**src/rtl/adder.sv**
```systemverilog
// rtl/adder.sv - ADD instruction encoder with a single valid/ready output register stage
module adder #(
    parameter logic [4:0] OPC_ADD_REG = 5'b00001,
    parameter logic [4:0] OPC_ADD_IMM = 5'b00010
) (
    input  logic        clk,
    input  logic        rst,
    input  logic        in_valid,
    output logic        in_ready,
    input  logic        imm_sel,
    input  logic [3:0]  rsd,
    input  logic [3:0]  rsn,
    input  logic [7:0]  rsm,
    output logic [20:0] instruction,
    output logic        out_valid,
    input  logic        out_ready,
    output logic        err
);

    logic [4:0]  opcode;
    logic [7:0]  operand;
    logic [20:0] word_next;
    logic        err_next;
    logic        accept;

    always_comb begin
        opcode    = imm_sel ? OPC_ADD_IMM : OPC_ADD_REG;
        operand   = imm_sel ? rsm : {4'b0000, rsm[3:0]};
        word_next = {opcode, rsd, rsn, operand};
        // register mode drops the upper nibble; flag it rather than refuse the word
        err_next  = !imm_sel && (rsm[7:4] != 4'b0000);
    end

    assign in_ready = !out_valid || out_ready;
    assign accept   = in_valid && in_ready;

    always_ff @(posedge clk) begin
        if (!rst) begin
            instruction <= 21'd0;
            out_valid   <= 1'b0;
            err         <= 1'b0;
        end else if (accept) begin
            instruction <= word_next;
            out_valid   <= 1'b1;
            err         <= err_next;
        end else if (out_ready) begin
            out_valid   <= 1'b0;
        end
    end

endmodule

```
**config.mk**
```make
export PLATFORM = sky130hd
export DESIGN_NAME = adder
export DESIGN_NICKNAME = d
export VERILOG_FILES = /design/src/rtl/adder.sv
export SDC_FILE = /design/constraint.sdc
export NUM_CORES = 1
export LEC_CHECK = 0
export CAP_MARGIN = 5
export CELL_PAD_IN_SITES_DETAIL_PLACEMENT = 2
export CELL_PAD_IN_SITES_GLOBAL_PLACEMENT = 2
export CORE_MARGIN = 5
export CORE_UTILIZATION = 22
export CTS_BUF_LIST = sky130_fd_sc_hd__clkbuf_2
export CTS_CLUSTER_DIAMETER = 150
export CTS_CLUSTER_SIZE = 20
export DETAILED_ROUTE_END_ITERATION = 8
export GPL_ROUTABILITY_DRIVEN = 0
export HOLD_SLACK_MARGIN = 0.06
export PLACE_DENSITY = 0.81
export SETUP_SLACK_MARGIN = 0.1
export SLEW_MARGIN = 20
export SYNTH_ARGS = -nofsm -noshare
export SYNTH_HDL_FRONTEND = slang
export SYNTH_SLANG_ARGS = --single-unit
```
**constraint.sdc**
```tcl
create_clock -name clk -period 1.4 [get_ports clk]
set_clock_uncertainty 0.05 [all_clocks]
set_input_delay 0.14 -clock clk [delete_from_list [all_inputs] [get_ports clk]]
set_output_delay 0.14 -clock clk [all_outputs]
set_load 0.005 [all_outputs]
```
* Yosys cells after proc, flatten, opt, wreduce, memory -nomap -nowiden
Cells that the tools add are included.
Widths: inputs -> output; s select.
** Cells by class
- Multiplexer cells :: 4
- Reductions and logical operators :: 7
** Operators with widths (count)
- $mux 8 :: 1
- $reduce_bool 4->1 :: 1
- $logic_and 1x1->1 :: 2
- $logic_not 1->1 :: 2
- $mux 1 :: 2
- $mux 2 :: 1
- $reduce_bool 2->1 :: 1
- $logic_or 1x1->1 :: 1
** Storage, ports and cells
- Register bits after elaboration :: 23
- Output and inout bits :: 24
- Logic and storage cells :: 14

* Depth between registers and ports, before layout
- Depth in word-level cells :: 4
- Gate-level depth with buffers :: 5

* Worst setup path before layout
No wires, ideal clock.
- Kind :: register to register
- Start :: reg out_valid
- End :: reg instruction[16]
- Arrival :: 942 ps
- Required time :: 1280 ps
- Setup slack :: 338 ps
- Stages on the path, launching flop included :: 5
- Buffers on the path :: 1
- Clock period less this slack :: 1062 ps
- Cells stage by stage :: dfxtp_1 nor2b_4 buf_6 or3_1 a21boi_1
** On the way
- Longest elaborated chain between the ends :: 3
** Ends and longest elaborated chain
- start, declared :: RTL line 15 : output logic out_valid,
- start signal, assigned :: RTL line 40 : out_valid <= 1'b0;
- start signal, assigned :: RTL line 44 : out_valid <= 1'b1;
- start signal, assigned :: RTL line 47 : out_valid <= 1'b0;
- $logic_not 1->1 :: RTL line 34 : assign in_ready = !out_valid || out_ready;
- $logic_or 1x1->1 :: RTL line 34
- $logic_and 1x1->1 :: RTL line 35 : assign accept = in_valid && in_ready;
- end signal, assigned :: RTL line 43 : instruction <= word_next;
- end, declared :: RTL line 14 : output logic [20:0] instruction,
No other way between the ends.
A chain may end at the register's enable or synchronous reset.

* Worst setup path after layout
- Start :: reg out_valid
- End :: reg err
** On the way
- Longest elaborated chain between the ends :: 3
** Ends and longest elaborated chain
- $logic_not 1->1 :: RTL line 34
- $logic_or 1x1->1 :: RTL line 34
- $logic_and 1x1->1 :: RTL line 35
- end signal, assigned :: RTL line 45 : err <= err_next;
- end, declared :: RTL line 17 : output logic err
No other way between the ends.

==> reports/qor.log <==
INFO  detailed_routing dr_total_vias=862
INFO  setup_path     cpLargestDelayFamily=flip-flops
INFO  sta            setup_total_negative_slack=0ns
INFO  die            top_level_ports=45
INFO  logic_synthesis postSynthAreaPerCell=8.90um2
INFO  finish         fraction_of_layout_cells_with_a_size_suffix_above_1=26.4%
INFO  sta            min_period=1.20ns
INFO  global_routing antenna_violations_before_repair=0
INFO  flow_run       max_cap_violations=0
INFO  global_routing grt.total_usage=11.4%
INFO  detailed_routing routed_via_density=4.59
INFO  logic_synthesis cell_types_occupying_the_most_area_after_synthesis=dfxtp_1 46%, a21boi_0 11%, o21ai_0 10%, nand3_1 8.1%, a21boi_1 5.2%
INFO  clock_network  path_clk_slew=0.18ns
INFO  die            number_of_rows_created_at_floorplan=22
INFO  die            die-area=5280um2
INFO  setup_path     critical_path.endpoint_type=flop
INFO  detailed_routing ant_nets=0
INFO  logic_synthesis synth_largest_type_area_fraction=46.4%
INFO  setup_path     timing.critical_path.cells=nor2b_4 -> inv_2 -> buf_4 -> nand3_1 -> o32ai_1
INFO  detailed_routing wl_per_cell=15.0um
INFO  sta            rsz0062_at_grt=false
INFO  logic_synthesis synth.yosys.warnings=0
INFO  logic_synthesis ys_seq_area_share=46.4%
INFO  power          worst_vdd_rail_ir_drop=0.000226V
INFO  detailed_routing drt-pass1-iter-count=4
INFO  logic_synthesis synth-edff-count=0
INFO  setup_path     required=1.57ns
INFO  logic_synthesis netlist_instances=97
INFO  finish         num_antenna_cells=0
INFO  finish         nNetsFinal=163
INFO  global_routing first_global_vias=963
INFO  global_routing largest_net_degree_at_the_start_of_global_routing=20
INFO  setup_path     worstPathArrival=1.37ns
INFO  sta            final-setup-viol-count=0
INFO  detailed_routing detail_route.drc_violations=0
INFO  outcome        run_status=finished clean
INFO  finish         area.growth.synth_to_final=57.2%
INFO  clock_network  clk_latency=0.30ns
INFO  detailed_routing totalWireLength=2820um
INFO  clock_network  cts_sinks=20
INFO  setup_path     timing.reg2reg.worst_path_depth=5
INFO  worst_hold_path min_delay_path_depth=3
INFO  clock_network  numCtsBuffers=3
INFO  setup_path     timing.rr.end=err
INFO  power          power.static_leakage=0.579nW
INFO  worst_hold_path startpoint_of_the_most_critical_hold_path=rsd[0]
INFO  worst_hold_path timing.hold.worst_endpoint=instruction[12]
INFO  sta            finalHoldViolations=0
INFO  sta            min_period_over_period=86.1%
INFO  logic_synthesis synth_top_flop_cell=dfxtp_1
INFO  clock_network  tritoncts=yes
INFO  setup_path     max_fanout_on_critical_path=19
INFO  logic_synthesis async_flop_share=0%
INFO  setup_path     ff2ff_setup_slack=0.20ns
INFO  logic_synthesis synth_cell_types=19
INFO  setup_path     cpPeakStageDelay=0.36ns
INFO  global_routing first_pass_grt_wire_length=4770um
INFO  sta            max_freq=830MHz
INFO  die            dieHeight=72.6um
INFO  logic_synthesis netlist_top_cells_count=20 x dfxtp_1, 18 x o21ai_0, 14 x nand3_1
INFO  setup_path     critical_path_buf_inv_count=2
INFO  clock_network  ctsHtreeMaxLevel=1
INFO  clock_network  cts_buffer_depth=2
INFO  logic_synthesis yosysTopAreaCell=dfxtp_1
INFO  global_routing grt_overflow_total=0
INFO  die            dieWidth=72.6um
INFO  worst_hold_path hold_path_class=input pin to flop
INFO  setup_path     critPathSlowestCell=dfxtp_2
INFO  setup_path     crit_type=flop to flop
INFO  placement      dp_hpwl=2210um
INFO  sta            slew_viol_final=0
INFO  die            total_core_area=3740um2
INFO  die            initial_core_util=23.1%
INFO  detailed_routing drtIter0Drc=46
INFO  power          power_density=787nW/um2
INFO  setup_path     worst_r2r_startpoint=out_valid
INFO  logic_synthesis yosysMostFrequentCell=dfxtp_1
INFO  clock_network  clockRootBuffer=clkbuf_2
INFO  placement      numPortBuffers=41
INFO  setup_path     kind_of_launch_point_of_the_worst_setup_path=flop
INFO  logic_synthesis synth_seq_cells=20
INFO  finish         finalCoreUtilization=36.3%
INFO  logic_synthesis synth.cell_area=863um2
## cells in the final DEF, fill, tap and decap left out
cell type | netlist | final
dfxtp_2 | 0 | 20
clkdlybuf4s50_1 | 0 | 20
dlygate4sd2_1 | 0 | 20
o21ai_0 | 18 | 18
nand3_1 | 14 | 14
a21boi_0 | 13 | 13
buf_4 | 5 | 9
a21boi_1 | 6 | 6
nand4_1 | 4 | 4
clkbuf_2 | 1 | 4
conb_1 | 1 | 3
inv_2 | 2 | 2
nor2b_4 | 1 | 1
or3_1 | 1 | 1
nor4_1 | 1 | 1
nand2_1 | 1 | 1
nor2_1 | 1 | 1
o32ai_1 | 1 | 1
buf_12 | 0 | 1
## registers in the layout, indices dropped and copies added, names as in the netlist
| register | count |
|---|---|
| err | 1 |
| instruction | 18 |
| out_valid | 1 |
## power by group
group | total (W) | switching [W] | internal, W
Sequential | 0.000621 | 0.0000146 | 0.000607
Combinational | 0.000225 | 0.0000946 | 0.000131
Clock | 0.000222 | 0.000164 | 0.0000584
Total | 0.00107 | 0.000273 | 0.000796
## worst min-delay path, delay by kind of cell
kind                   cells  cell delay (ns)
AND/OR/NAND/NOR            1             0.06
buffers and inverters      1             0.40
AO/OA/AOI/OAI              1             0.07
## what timing repair did
action / in CTS / in global routing
resized for setup: 41 / 2
hold buffers: 0 / 0
pin swaps: 0 / 0
buffers inserted: 1 / 0
setup endpoints to repair: 21 / 1
## area by class of cell
cell class / count / area (um2)
clock buffers: 3 / 15.0
fillers: 426 / 2390
inverters: 2 / 7.51
multi-input cells: 64 / 382
flip-flops and latches: 20 / 425
well taps: 48 / 60.1
repair buffers: 51 / 468
## metrics by stage
| step | power, W | instance area, um2 | instances | hold slack (ns) | setup WS (ns) |
|---|---|---|---|---|---|
| 6_report | 0.00107 | 1360 | 188 | 0.336 | 0.195 |
| 5_1_grt | 0.00114 | 1360 | 188 | 0.314 | 0.134 |
| 4_1_cts | 0.00109 | 1360 | 188 | 0.311 | 0.0597 |
| 3_5_place_dp | 0.000878 | 1340 | 184 | 0.419 | -0.0593 |
| 3_3_place_gp | 0.000869 | 1340 | 184 | 0.413 | -0.0330 |
| 2_1_floorplan | 0.000719 | 871 | 99 | 0.207 | 0.338 |
## worst max-delay path by stage
| stage | slack (ns) | from | endpoint | cells past startpoint |
|---|---|---|---|---|
| after floorplan | 0.34 | out_valid | instruction[16] | 4 |
| after global placement | -0.03 | out_ready | in_ready | 4 |
| after detailed placement | -0.06 | out_ready | err | 6 |
| after CTS | 0.06 | out_valid | in_ready | 3 |
| after global routing | 0.13 | out_valid | instruction[3] | 5 |
| final | 0.20 | out_valid | err | 5 |
## cells by family after synthesis
group,share of synthesized area (%)
AO/OA/AOI/OAI,28.0
AND/OR/NAND/NOR,14.9
flip-flops,46.4
buffers and inverters,10.3
other,0.434
## routing by layer
metal  share of wire [%]  global-route usage (%)  routed length [um]  vias up
met3                 6.9                    2.62                 193        0
met2                  50                    19.7                1400       23
li1                    -                       -                   -      427
met4                   0                    3.07                   0        0
met5                   0                       0                   0        -
met1                  43                    14.0                1220      412
No activity file was read; power rests on OpenSTA's default activity.
